### src/rtl/div_exp_unit.sv
// div_exp_unit: exponent datapath for the FP16 divider.
// Computes E = expA - expB + BIAS - dec in two pipeline stages (carry-save,
// then resolve), saturates it into an exponent field and flags ovf/unf.
//
// Handshake: a beat moves across an interface on a rising edge where
// valid & ready are both high. The sender holds its valid and data stable
// until that edge. in_valid never depends on in_ready. in_ready is taken
// combinationally from out_ready through the stage enables.
module div_exp_unit #(
  parameter int EXP_BITS = 5,
  parameter int BIAS     = 15
) (
  input  logic                clk,
  input  logic                rst,
  input  logic                in_valid,
  output logic                in_ready,
  input  logic [EXP_BITS-1:0] expA,
  input  logic [EXP_BITS-1:0] expB,
  input  logic                dec,
  output logic                out_valid,
  input  logic                out_ready,
  output logic [EXP_BITS-1:0] exp,
  output logic                ovf,
  output logic                unf
);

  // Two guard bits give a signed range wide enough for the whole FP16
  // span of E, which is [-17, 46].
  localparam int EW = EXP_BITS + 2;
  // -expB is written as ~expB + 1, so the +1 is folded into the constant.
  localparam logic [EW-1:0] K_BASE = EW'(BIAS + 1);
  // Largest finite biased exponent plus one: all ones in the field.
  localparam logic [EW-2:0] E_SAT = (EW-1)'((1 << EXP_BITS) - 1);

  logic          s2_en;
  logic          s1_en;

  logic          s1_valid_q;
  logic [EW-1:0] s1_sum_q;
  logic [EW-1:0] s1_carry_q;
  logic [EW-1:0] s1_sum_d;
  logic [EW-1:0] s1_carry_d;

  logic                s2_valid_q;
  logic [EXP_BITS-1:0] exp_q;
  logic                ovf_q;
  logic                unf_q;
  logic [EXP_BITS-1:0] exp_d;
  logic                ovf_d;
  logic                unf_d;

  logic [EW-1:0] op_a;
  logic [EW-1:0] op_b;
  logic [EW-1:0] op_k;
  logic [EW-1:0] e_sum;
  logic          e_neg;

  // Each stage may advance when it is empty or when its consumer drains it.
  assign s2_en    = ~s2_valid_q | out_ready;
  assign s1_en    = ~s1_valid_q | s2_en;
  assign in_ready = s1_en;

  // Stage 1 next state: per-bit 3:2 compression of expA, ~expB and the
  // bias constant, all sign-extended to EW bits.
  always_comb begin
    op_a       = {2'b00, expA};
    op_b       = ~{2'b00, expB};
    op_k       = K_BASE - {{(EW-1){1'b0}}, dec};
    s1_sum_d   = op_a ^ op_b ^ op_k;
    s1_carry_d = (op_a & op_b) | (op_a & op_k) | (op_b & op_k);
  end

  // Stage 1 registers: capture the carry-save pair on an input transfer.
  always_ff @(posedge clk or posedge rst) begin
    if (rst) begin
      s1_valid_q <= 1'b0;
      s1_sum_q   <= '0;
      s1_carry_q <= '0;
    end else if (s1_en) begin
      s1_valid_q <= in_valid;
      if (in_valid) begin
        s1_sum_q   <= s1_sum_d;
        s1_carry_q <= s1_carry_d;
      end
    end
  end

  // Stage 2 next state: resolve the carry-save pair and saturate.
  always_comb begin
    e_sum = s1_sum_q + (s1_carry_q << 1);
    e_neg = e_sum[EW-1];
    unf_d = e_neg | (e_sum == '0);
    ovf_d = ~e_neg & (e_sum[EW-2:0] >= E_SAT);
    exp_d = e_sum[EXP_BITS-1:0];
    if (ovf_d) begin
      exp_d = '1;
    end else if (unf_d) begin
      exp_d = '0;
    end
  end

  // Stage 2 registers: result held stable while downstream stalls.
  always_ff @(posedge clk or posedge rst) begin
    if (rst) begin
      s2_valid_q <= 1'b0;
      exp_q      <= '0;
      ovf_q      <= 1'b0;
      unf_q      <= 1'b0;
    end else if (s2_en) begin
      s2_valid_q <= s1_valid_q;
      if (s1_valid_q) begin
        exp_q <= exp_d;
        ovf_q <= ovf_d;
        unf_q <= unf_d;
      end
    end
  end

  assign out_valid = s2_valid_q;
  assign exp       = exp_q;
  assign ovf       = ovf_q;
  assign unf       = unf_q;

endmodule

### config.mk
export PLATFORM = sky130hd
export DESIGN_NAME = div_exp_unit
export DESIGN_NICKNAME = d
export VERILOG_FILES = /design/src/rtl/div_exp_unit.sv
export SDC_FILE = /design/constraint.sdc
export NUM_CORES = 1
export LEC_CHECK = 0
export CAP_MARGIN = 25
export CELL_PAD_IN_SITES_DETAIL_PLACEMENT = 1
export CELL_PAD_IN_SITES_GLOBAL_PLACEMENT = 1
export CORE_UTILIZATION = 38
export DETAILED_ROUTE_END_ITERATION = 10
export PLACE_DENSITY_LB_ADDON = 0.2
export RECOVER_POWER = 100
export SLEW_MARGIN = 20
export SYNTH_ARGS = -nofsm -noshare
export SYNTH_HDL_FRONTEND = slang
export SYNTH_SLANG_ARGS = --single-unit
export TNS_END_PERCENT = 30
### constraint.sdc
create_clock -name clk -period 2.79 [get_ports clk]
set_input_delay 0.4185 -clock clk [delete_from_list [all_inputs] [get_ports clk]]
set_output_delay 0.4185 -clock clk [all_outputs]
set_load 0.005 [all_outputs]
==> flow_metrics.tcl <==
set metrics [dict create \
    outcome "finished clean" \
    drtIter0Drc 2 \
    min_period_ps 2197 \
    grt_max_degree 21 \
    min-delay-start "exp[1]" \
    rows 19 \
    core-area_sq_um 2758 \
    critical_path_class "reg -> reg" \
    die_area_sq_um 3155 \
    cts_sinks 20 \
    async_flop_share_pct 100.0 \
    hold_violations 0 \
    powerDensity_nw_per_um2 658.4 \
    synth-seq-area-share_pct 44.89 \
    n_fill_cell 316 \
    clk_pin_slew_ps 120 \
    syn_area_sq_um 1115 \
    worstPathArrival_ps 2440 \
    worst_r2r_endpoint "unf" \
    synth_flop_cell "dfrtp_1" \
    final_util_pct 51.23 \
    fmax_mhz 455.1 \
    dr.pass1.iters 2 \
    synth_edf_count 0 \
    ant_nets 0 \
    synth_warnings 0 \
    drv_slew 0 \
    reg2reg_slack_ps 590 \
    dpl.hpwl_um 1817 \
    drc 0 \
    ys_ff_latch 20 \
    syn_nets 135 \
    setup_viol 0 \
    synth_cells 109 \
    vias_per_cell 5.066 \
    grt.busiest_layer "met2" \
    drive_above_1_share_pct 5.147 \
    synthMuxAreaShare_pct 2.020 \
    synth_simple_gate_area_share_pct 13.47 \
    min_path_type "reg -> reg" \
    clockBufferDepth 2 \
    reg2reg_depth 7 \
    tritoncts "done" \
    io_pins 24 \
    cts_root_buf "clkbuf_4" \
    fin_skew_ps 2.525 \
    critPathMaxFanout 2 \
    grt_util_met2_pct 29.93 \
    start_util_pct 40.43 \
    vdd_drop_max_mv 0.3260 \
    synthAdderAreaFrac_pct 16.39 \
    wl_um 2216 \
    yosysUniqueCellTypes 26 \
    htreeDepth 1 \
    num_vias 846 \
    use_met1_pct 18.65 \
    regArea_sq_um 500.5 \
    cp-startpoint "s1_sum_q[1]" \
    synth_xor_area_share_pct 3.143 \
    cts_setup_buffers 0 \
    whs_path_depth 2 \
    fin_crit_sh_pct 78.76 \
    n_antenna_cell 0 \
    avgSynthCellArea_sq_um 10.23 \
    relSlewSlack_pct 47.90 \
    grtUsageMet3_pct 2.326 \
    final_cell_mix "20 x dfrtp_1, 17 x nand2_1, 14 x o21ai_0" \
    overflow 0 \
    clk-insertion-delay-late_ps 300 \
    final_common_cell "dfrtp_1" \
    start_kind "flop" \
    synth-compound-area-share_pct 15.38 \
    rsz0062_at_grt "false" \
    worst_hold_path.endpoint "exp[1]" \
    grt_util_all_layers_pct 15.99 \
    multiInputGateArea_sq_um 554.3 \
    wl_per_cell_um 13.27 \
    cts_buffers 3 \
    worst_slew_pin_slew_ps 780.6 \
    maxCapViolations 0 \
    synth_top_family_by_area "adder cells" \
    final.setup.worst_slack_ps 592.6 \
    setup_tns_ps 0 \
    port_buffers 23 \
    antenna_found_initial 0 \
    die_y_um 56.17 \
    p_leak_uw 0.0006318 \
    hold_buffers 0 \
    cp.required_ps 3030 \
    grt_pass1_wl_um 3939 \
    cts-resized-gates 0 \
    gp_congestion 0.7111 \
    cp-end-kind "flop" \
    r2r_start "s1_sum_q[1]" \
    die_w_um 56.17 \
    post-place-ws_ps 671.1 \
    fin_nets 163 \
    whs_ps 484.9 \
    areaGrowthSynthToFinish_pct 26.71 \
    first_global_vias 917 \
]
-- area by class of cell --
type | instances | area share, %
Multi-Input combinational cell | 75 | 39.24
Sequential cell | 20 | 35.43
Timing Repair Buffer | 24 | 16.56
Inverter | 13 | 3.454
Tap cell | 31 | 2.746
Clock buffer | 4 | 2.569
-- worst max-delay path: stages, from the launching register on --
cell	delay, ps
dfrtp_1	380
ha_1	180
inv_1	60
fa_1	390
xnor2_1	150
or3b_1	400
o41ai_1	390
o22a_1	200
-- Yosys cell counts, types with 2 or more instances --
master / count / share of area, %
ha_1: 5 / 5.6
o21ai_0: 3 / 1.3
o21ai_1: 14 / 6.3
nand2b_1: 5 / 2.8
mux2_1: 2 / 2.0
nand2_1: 17 / 5.7
fa_1: 6 / 11
inv_1: 13 / 4.4
o31ai_1: 2 / 1.3
nor2_1: 4 / 1.3
xnor2_1: 3 / 2.4
a21oi_1: 2 / 0.90
dfrtp_1: 20 / 45
-- per-stage QoR --
step | instances | total power, uW | instance area, sq um
global route | 167 | 1015 | 1413
CTS | 167 | 984.3 | 1424
finish | 167 | 930.1 | 1413
global placement | 163 | 787.9 | 1388
detailed placement | 163 | 807.2 | 1388
floorplan | 109 | 636.4 | 1115
-- state kept, by name, summed over array words and instances, names as in the netlist --
register,flops
s1_sum_q,6
exp,5
s1_carry_q,5
out_valid,1
ovf,1
s1_valid_q,1
unf,1
-- how the worst max path moves through the flow --
| stage | end | cells after the start |
|---|---|---|
| floorplan | unf | 7 |
| global placement | unf | 7 |
| detailed placement | unf | 7 |
| CTS | unf | 7 |
| global route | unf | 7 |
| finish | unf | 7 |
-- report_power, final --
group	internal [uW]	switching, uW
Clock	79.5	90.0
Sequential	358	37.8
Combinational	182	182
Total	620	310
-- metal layers --
| metal | part of all wire [%] | routed length [um] | vias up |
|---|---|---|---|
| met4 | 1.3 | 28 | 0 |
| met1 | 40 | 896 | 403 |
| li1 | - | - | 422 |
| met5 | 0 | 0 | - |
| met2 | 55 | 1220 | 17 |
| met3 | 3.2 | 71 | 4 |
-- logic make-up after synthesis --
group,Yosys count
and+or+nand+nor,31
xor gates and xnor gates,4
AOI/OAI and AO/OA,27
adders and majority gates,11
DFF,20
buffers and inverters,14
muxes,2
(Power assumes the default switching activity.)
